### config.mk
export PLATFORM = sky130hd
export DESIGN_NAME = dsp_ahb_interconnect
export DESIGN_NICKNAME = d
export VERILOG_FILES = /design/src/rtl/dsp_ahb_interconnect.sv
export SDC_FILE = /design/constraint.sdc
export NUM_CORES = 1
export LEC_CHECK = 0
export ABC_AREA = 0
export ABC_CLOCK_PERIOD_IN_PS = 2000
export CAP_MARGIN = 0
export CORE_AREA = 2 2 158 160
export DETAILED_ROUTE_END_ITERATION = 7
export DIE_AREA = 0 0 160 162
export PLACE_DENSITY = 0.59
export SYNTH_ARGS = -nofsm -noshare
export SYNTH_HDL_FRONTEND = slang
export SYNTH_SLANG_ARGS = --single-unit
### constraint.sdc
create_clock -name hclk -period 2 [get_ports hclk]
set_input_delay 0.2 -clock hclk [delete_from_list [all_inputs] [get_ports hclk]]
set_output_delay 0.2 -clock hclk [all_outputs]
set_load 0.005 [all_outputs]
### src/rtl/dsp_ahb_interconnect.sv
// AHB-Lite address decoder, response multiplexer and default slave for the
// DSP subsystem register space. Unmapped active transfers get a two-cycle
// ERROR response and are recorded for firmware debug.
module dsp_ahb_interconnect #(
  parameter int NSLV            = 8,
  parameter int AW              = 32,
  parameter int DW              = 32,
  parameter int SEL_LSB         = 16,
  parameter int SEL_W           = 8,
  parameter int BASE_ID         = 1,
  parameter int ERR_ON_UNMAPPED = 1
) (
  input  logic               hclk,
  input  logic               hresetn,
  input  logic               hsel_s,
  input  logic [AW-1:0]      haddr_s,
  input  logic [1:0]         htrans_s,
  input  logic               hwrite_s,
  input  logic               hready_s,
  output logic [DW-1:0]      hrdata_s,
  output logic               hreadyout_s,
  output logic               hresp_s,
  output logic [NSLV-1:0]    hsel_m,
  input  logic [NSLV-1:0]    hreadyout_m,
  input  logic [NSLV-1:0]    hresp_m,
  input  logic [NSLV*DW-1:0] hrdata_m,
  output logic [AW-1:0]      err_addr,
  output logic               err_write,
  output logic [15:0]        err_cnt,
  output logic               err_irq
);

  localparam int   IW     = (NSLV > 1) ? $clog2(NSLV) : 1;
  localparam logic ERR_EN = (ERR_ON_UNMAPPED != 0);

  // The highest slave id must fit in the select field.
  if ((BASE_ID + NSLV - 1) >= (2 ** SEL_W)) begin : g_bad_map
    $error("dsp_ahb_interconnect: BASE_ID+NSLV-1 does not fit in SEL_W bits");
  end

  typedef enum logic [1:0] {ST_IDLE, ST_ERR1, ST_ERR2} state_t;

  state_t           state, state_nxt;
  logic [SEL_W-1:0] sel_field;
  logic             any_match;
  logic [IW-1:0]    match_idx;
  logic             unmapped_act;
  logic             err_trig;
  logic             dp_hit, dp_err;
  logic [IW-1:0]    dp_slv;
  logic             unused_htrans0;

  assign sel_field      = haddr_s[SEL_LSB +: SEL_W];
  assign unused_htrans0 = htrans_s[0];
  assign unmapped_act   = hsel_s & htrans_s[1] & ~any_match;
  assign err_trig       = hready_s & unmapped_act & ERR_EN;

  // Address-phase decode: one-hot slave select, combinational from the bus.
  always_comb begin
    hsel_m    = '0;
    any_match = 1'b0;
    match_idx = '0;
    for (int i = 0; i < NSLV; i++) begin
      if (sel_field == SEL_W'(BASE_ID + i)) begin
        hsel_m[i] = hsel_s;
        any_match = 1'b1;
        match_idx = IW'(i);
      end
    end
  end

  // Data-phase control, advanced only when the bus accepts a new address.
  always_ff @(posedge hclk or negedge hresetn) begin
    if (!hresetn) begin
      dp_hit <= 1'b0;
      dp_err <= 1'b0;
    end else if (hready_s) begin
      dp_hit <= hsel_s & any_match;
      dp_err <= unmapped_act & ERR_EN;
    end
  end

  // Data-phase slave index; only meaningful while dp_hit is set.
  always_ff @(posedge hclk) begin
    if (hready_s) dp_slv <= match_idx;
  end

  // Default-slave state register.
  always_ff @(posedge hclk or negedge hresetn) begin
    if (!hresetn) state <= ST_IDLE;
    else          state <= state_nxt;
  end

  // Default-slave next state plus response mux towards the master.
  always_comb begin
    state_nxt   = state;
    hrdata_s    = '0;
    hreadyout_s = 1'b1;
    hresp_s     = 1'b0;
    err_irq     = dp_err && (state == ST_ERR1);
    case (state)
      ST_IDLE: if (err_trig) state_nxt = ST_ERR1;
      ST_ERR1: state_nxt = ST_ERR2;
      ST_ERR2: state_nxt = err_trig ? ST_ERR1 : ST_IDLE;
      default: state_nxt = ST_IDLE;
    endcase
    if (dp_hit) begin
      for (int i = 0; i < NSLV; i++) begin
        if (dp_slv == IW'(i)) begin
          hrdata_s    = hrdata_m[i*DW +: DW];
          hreadyout_s = hreadyout_m[i];
          hresp_s     = hresp_m[i];
        end
      end
    end else begin
      hreadyout_s = !(dp_err && (state == ST_ERR1));
      hresp_s     = dp_err && (state != ST_IDLE);
    end
  end

  // Record every accepted unmapped active transfer, count saturating.
  always_ff @(posedge hclk or negedge hresetn) begin
    if (!hresetn) begin
      err_addr  <= '0;
      err_write <= 1'b0;
      err_cnt   <= '0;
    end else if (hready_s && unmapped_act) begin
      err_addr  <= haddr_s;
      err_write <= hwrite_s;
      if (err_cnt != 16'hFFFF) err_cnt <= err_cnt + 16'd1;
    end
  end

endmodule

### Word level (Yosys, flattened, before mapping)

Cells that the tools add are included.

* flip-flop bits (word level): 56
* bits in latches: 0
* bits in writable memories: 0
* bits in read-only memories: 0
* output and inout bits: 92
* memories: 0

* add/sub/neg operators: 1
* $mul: 0
* div/mod/pow operators: 0
* $lt $le $gt $ge: 0
* equal/unequal tests: 19
* shifts and indexed selects: 0
* muxes and demuxes: 52
* bitwise gates (word level): 5
* reductions and logical operators: 10

Operators with widths (count)
* 32-bit two-way mux: 9
* 1-bit two-way mux: 37
* 8-bit by 3-bit equality test with 1-bit output, second input constant: 4
* 16-bit by 1-bit adder with 16-bit output, second input constant: 1
* 8-bit by 2-bit equality test with 1-bit output, second input constant: 2
* 16-bit inequality test, second input constant: 1
* 3-bit equality test, second input constant: 4
* 2-bit two-way mux: 5
* 8-bit by 1-bit equality test with 1-bit output, second input constant: 1
* 8-bit by 4-bit equality test with 1-bit output, second input constant: 1
* 3-bit by 2-bit equality test with 1-bit output, second input constant: 2
* 2-bit one-hot mux with 3 select lines: 1
* 1-bit bitwise AND: 4
* 4-bit OR reduction: 1
* 3-bit by 1-bit equality test with 1-bit output, second input constant: 1
* 1-bit logical AND: 3
* 3-bit logical NOT: 1
* 2-bit by 1-bit equality test with 1-bit output, second input constant: 1
* 2-bit equality test, second input constant: 1
* 2-bit logical NOT: 1
* 2-bit inequality test, second input constant: 1
* 2-bit AND reduction: 1
* 2-bit nonzero test: 1
* 2-bit OR reduction: 1
* other kinds (2): 2

### Logic depth before layout (Yosys ltp)

* depth after elaboration: 14
* mapped depth: 7
* gate-level depth less buffers: 6

### Least setup slack after synthesis

OpenSTA, ideal clock, no wires.

* path kind: register -> register
* start: reg err_cnt[0]
* end: reg err_cnt[1]
* setup time: 125 ps
* arrival time: 1783 ps
* data required time: 1875 ps
* slack: 92 ps
* stages on the path, launching flop included: 6
* buffers on the path: 0
* period minus slack after synthesis: 1908 ps
* path through: dfrtp_1 ha_1 and2_1 and4_1 a31oi_2 mux2_2

* word-level cells in the longest chain between the ends: 2
* elaborated cells between the ends (all ways): 3
* those cells by class: add/sub: 1; eq/ne: 1; reduce/logical: 1

RTL lines
* start, declared: RTL line 29 `output logic [15:0] err_cnt,`
* start signal, assigned: RTL line 130 `if (err_cnt != 16'hFFFF) err_cnt <= err_cnt + 16'd1;`
* branches (longest 2 deep; another with 16-bit by 1-bit adder with 16-bit output)

Several ways; the timed one is not identified.
A chain may end at the register's enable or synchronous reset.

### Worst setup path in the final report

* start: reg dp_slv[0]
* end: out hrdata_s[10]

* word-level cells in the longest chain between the ends: 10
* elaborated cells between the ends (all ways): 17
* those cells by class: eq/ne: 7; mux: 9; reduce/logical: 1

RTL lines
* start, declared: RTL line 50 `logic [IW-1:0] dp_slv;`
* start signal, assigned: RTL line 85 `if (hready_s) dp_slv <= match_idx;`
* 3-bit logical NOT: RTL line 109 `if (dp_slv == IW'(i)) begin`
* 32-bit two-way mux (7 in a row): RTL line 109
* 32-bit two-way mux (*): RTL line 109
* 32-bit two-way mux (*): RTL line 107 `if (dp_hit) begin`
* end, declared: RTL line 20 `output logic [DW-1:0] hrdata_s,`

Every way passes the cells marked *; elsewhere a longest branch is shown, timed or not.

==> key figures <==
Global routing
  – Largest net degree at the start of global routing: 37
  – Initial antenna violation count: 4
  – Gr usage total: 18.6%
  – GR Overflow Total: 0
  – Number of global-route vias before repair: 6538
  – Wire length of the first global-routing pass: 37.5 mm

Min path
  – Worst min path class: in2reg
  – Hold Path Sink: err_addr[23]$_DFFE_PN0P_
  – Worst hold start: haddr_s[23]
  – Hold Path Stages: 3

Power and ir drop
  – VDD IR-drop max: 0.484 mV
  – Leak pwr: 4.35 nW
  – PD cells: 426 nW/um^2

Timing
  – RSZ-0062 raised after global routing: true
  – Slew margin rel.: 70.2%
  – Final setup viols: 33
  – Final Max Tran Viols: 0
  – Layout Skew: 0.00146 ns
  – Max Clk Rate: 0.452 GHz
  – Worst Max-Slew Pin Slew: 0.447 ns
  – Setup TNS Final: -3.24 ns
  – Final Critical Period: 2.21 ns
  – Final period util: 111%
  – Final hold vios: 0
  – Fin worst setup slack: -0.213 ns

Critical path
  – Reg2reg end: err_cnt[1]$_DFFE_PN0P_
  – CP peak stage delay: 0.46 ns
  – Critical path class: reg2out
  – Slowest CP cell: edfxtp_1
  – Crit Path Max Fanout: 6
  – Crit. End Element: primary output
  – CP dominant cell by count: buf_12
  – Req. time, crit path: 1.80 ns
  – R2r setup slk: 0.15 ns
  – Crit-path leading delay family: buffers and inverters
  – Reg2reg path depth: 5
  – CP cell instances: buf_6, buf_12, buf_12, buf_12, mux4_2, nor2_2, a211oi_2, buf_2
  – Buf/Inv on CP: 5
  – CP startpoint kind: flip-flop
  – RR Startpoint: err_cnt[0]$_DFFE_PN0P_
  – WP data arrival: 2.01 ns

Clock network
  – H-tree levels: 2
  – Clk root buf: clkbuf_16
  – Clk Latency, worst-skew pair: 0.29 ns
  – Clock-pin slew on the worst setup and hold paths: 0.06 ns
  – Total CTS buffers: 5
  – CTS tree: done
  – # clock sinks: 56
  – CTS max path bufs: 2

Route
  – Final wirelength: 25.6 mm
  – Drt via density: 4.56
  – DRC viols: 0
  – Final antenna-violating net count: 0
  – Avg WL per Cell: 19.5 um
  – Via count: 5971
  – DR pass1 iterations: 4
  – DR iter-0 viols: 275

Outcome
  – Failing checks: setup timing
  – Status: complete, but fails checks

Job
  – Max Cap Viol: 0

Logic synthesis
  – Post-synthesis async set-or-reset flop share: 94.6%
  – Syn_nets: 802
  – Syn avg cell area: 9.69 sq um
  – Seq cells post-synth: 56
  – Seq/Total Area, Yosys: 29.8%
  – Cell count after synthesis: 490
  – Synth unique cells: 44
  – Mapped Area: 4750 sq um
  – Synth warnings: 0
  – EDFF count, synth: 3
  – Most used DFF post-synth: dfrtp_1

Floorplanning
  – Initial Utilization: 19.7%
  – Core Area: 24100 sq um
  – Die width: 160 um
  – Full die area: 25900 sq um
  – Die Y-Extent: 162 um
  – # rows: 57
  – I/O pin count: 403

Place
  – Routability congestion estimate: 0.889
  – Dpl hpwl: 19.8 mm
  – Number of port buffers: 401
  – Dpl ws: -0.520 ns
  – Area post-placement: 9680 sq um

Finish
  – Commonest non-fill, non-tap cell in the layout: clkdlybuf4s50_1
  – Fillers: 2348
  – Fin area: 10900 sq um
  – Area of the multi-input gates: 3600 sq um
  – Commonest cells after routing, fill and taps aside: 353 x clkdlybuf4s50_1, 55 x buf_4, 53 x dfrtp_1
  – Layout cells sized above 1: 35.5%
  – FF/Latch Area: 1420 sq um
  – Nets: 1292
  – Synth-to-Final Area Change: 129%
report_power, final:
| group | total [mW] | internal (mW) | switching, mW |
|---|---|---|---|
| Combinational | 2.34 | 1.57 | 0.772 |
| Clock | 0.859 | 0.463 | 0.396 |
| Sequential | 1.43 | 1.32 | 0.110 |
| Total | 4.63 | 3.36 | 1.28 |
flip-flops by register name, indices dropped and copies added, names as in the netlist:
| signal | flops |
|---|---|
| err_addr | 32 |
| dp_err | 1 |
| err_cnt | 16 |
| state | 2 |
| dp_hit | 1 |
| err_write | 1 |
| dp_slv | 3 |
how the worst max path moves through the flow:
| stage | startpoint | end | depth (start not counted) |
|---|---|---|---|
| CTS | dp_slv[0]$_SDFFCE_PN1P_ | hrdata_s[9] | 8 |
| global placement | haddr_s[21] | hsel_m[0] | 7 |
| detailed placement | haddr_s[21] | hsel_m[1] | 7 |
| global route | dp_slv[0]$_SDFFCE_PN1P_ | hrdata_s[7] | 8 |
| floorplan | err_cnt[0]$_DFFE_PN0P_ | err_cnt[1]$_DFFE_PN0P_ | 5 |
| finish | dp_slv[0]$_SDFFCE_PN1P_ | hrdata_s[10] | 8 |
cells in the mapped netlist, types with 4 or more instances:
| cell type | count | area (sq um) |
|---|---|---|
| a211oi_1 | 23 | 173 |
| a21oi_1 | 13 | 65.1 |
| buf_1 | 8 | 30.0 |
| buf_2 | 10 | 50.1 |
| clkbuf_1 | 24 | 90.1 |
| dfrtp_1 | 53 | 1330 |
| inv_1 | 4 | 15.0 |
| mux2_2 | 43 | 484 |
| mux2_4 | 19 | 285 |
| mux2i_1 | 19 | 190 |
| mux4_2 | 25 | 563 |
| nand2_1 | 37 | 139 |
| nand2b_1 | 5 | 31.3 |
| nand3_1 | 10 | 50.1 |
| nor2_1 | 44 | 165 |
| nor2b_1 | 5 | 31.3 |
| nor3_1 | 6 | 30.0 |
| o21ai_0 | 54 | 270 |
| o221ai_1 | 10 | 87.6 |
| o22ai_1 | 24 | 150 |
| xnor2_1 | 9 | 78.8 |
| xor2_1 | 6 | 52.6 |
cells by family (layout without fill, tap and decap cells):
kind of cell               Yosys count  in the layout  synth area share, %
xor gates and xnor gates            15             15                 2.77
adders and majority gates            1              1                0.264
muxes                              106            106                 32.1
other                                0              5                    0
DFF                                 56             56                 29.8
buffers and inverters               49            539                 4.61
and+or+nand+nor                    127            127                 12.5
AOI/OAI and AO/OA                  136            136                 17.9
timing repair:
item | in CTS | in global routing
gates cloned | 3 | 2
hold endpoints to repair | 17 | 0
setup buffers | 44 | 17
hold buffers | 1 | 0
gates resized for setup | 297 | 79
setup endpoints to repair | 43 | 38
pin swaps | 49 | 50
cell type report:
type,instances,share of cell area (%)
flip-flops and latches,56,13.0
multi-input cells,385,33.1
clock inverters,1,0.0805
clock buffers,6,1.19
well taps,324,3.73
repair buffers,528,48.6
diodes,5,0.115
inverters,4,0.138
stage by stage:
stage / util [%] / total power [mW] / hold WS [ns] / instances
2_1_floorplan: - / 2.13 / -0.0956 / 490
3_3_place_gp: 40.1 / 3.49 / 0.168 / 1244
3_5_place_dp: 40.1 / 3.51 / 0.176 / 1244
4_1_cts: 43.7 / 4.62 / 0.291 / 1296
5_1_grt: 45.1 / 4.89 / 0.359 / 1307
6_report: 45.1 / 4.63 / 0.336 / 1309
layer usage:
| layer | track usage, % | vias up | wire (um) |
|---|---|---|---|
| met4 | 6.02 | 0 | 645 |
| met1 | 19.9 | 2834 | 9430 |
| li1 | - | 2847 | - |
| met3 | 5.26 | 32 | 1950 |
| met5 | 0 | - | 0 |
| met2 | 35.2 | 258 | 13600 |
worst min-delay path, delay by kind of cell:
| family | cells | cell delay (ns) |
|---|---|---|
| simple gates | 2 | 0.11 |
| buf+inv | 1 | 0.28 |
Note: power is estimated with default switching activity, not from simulation.
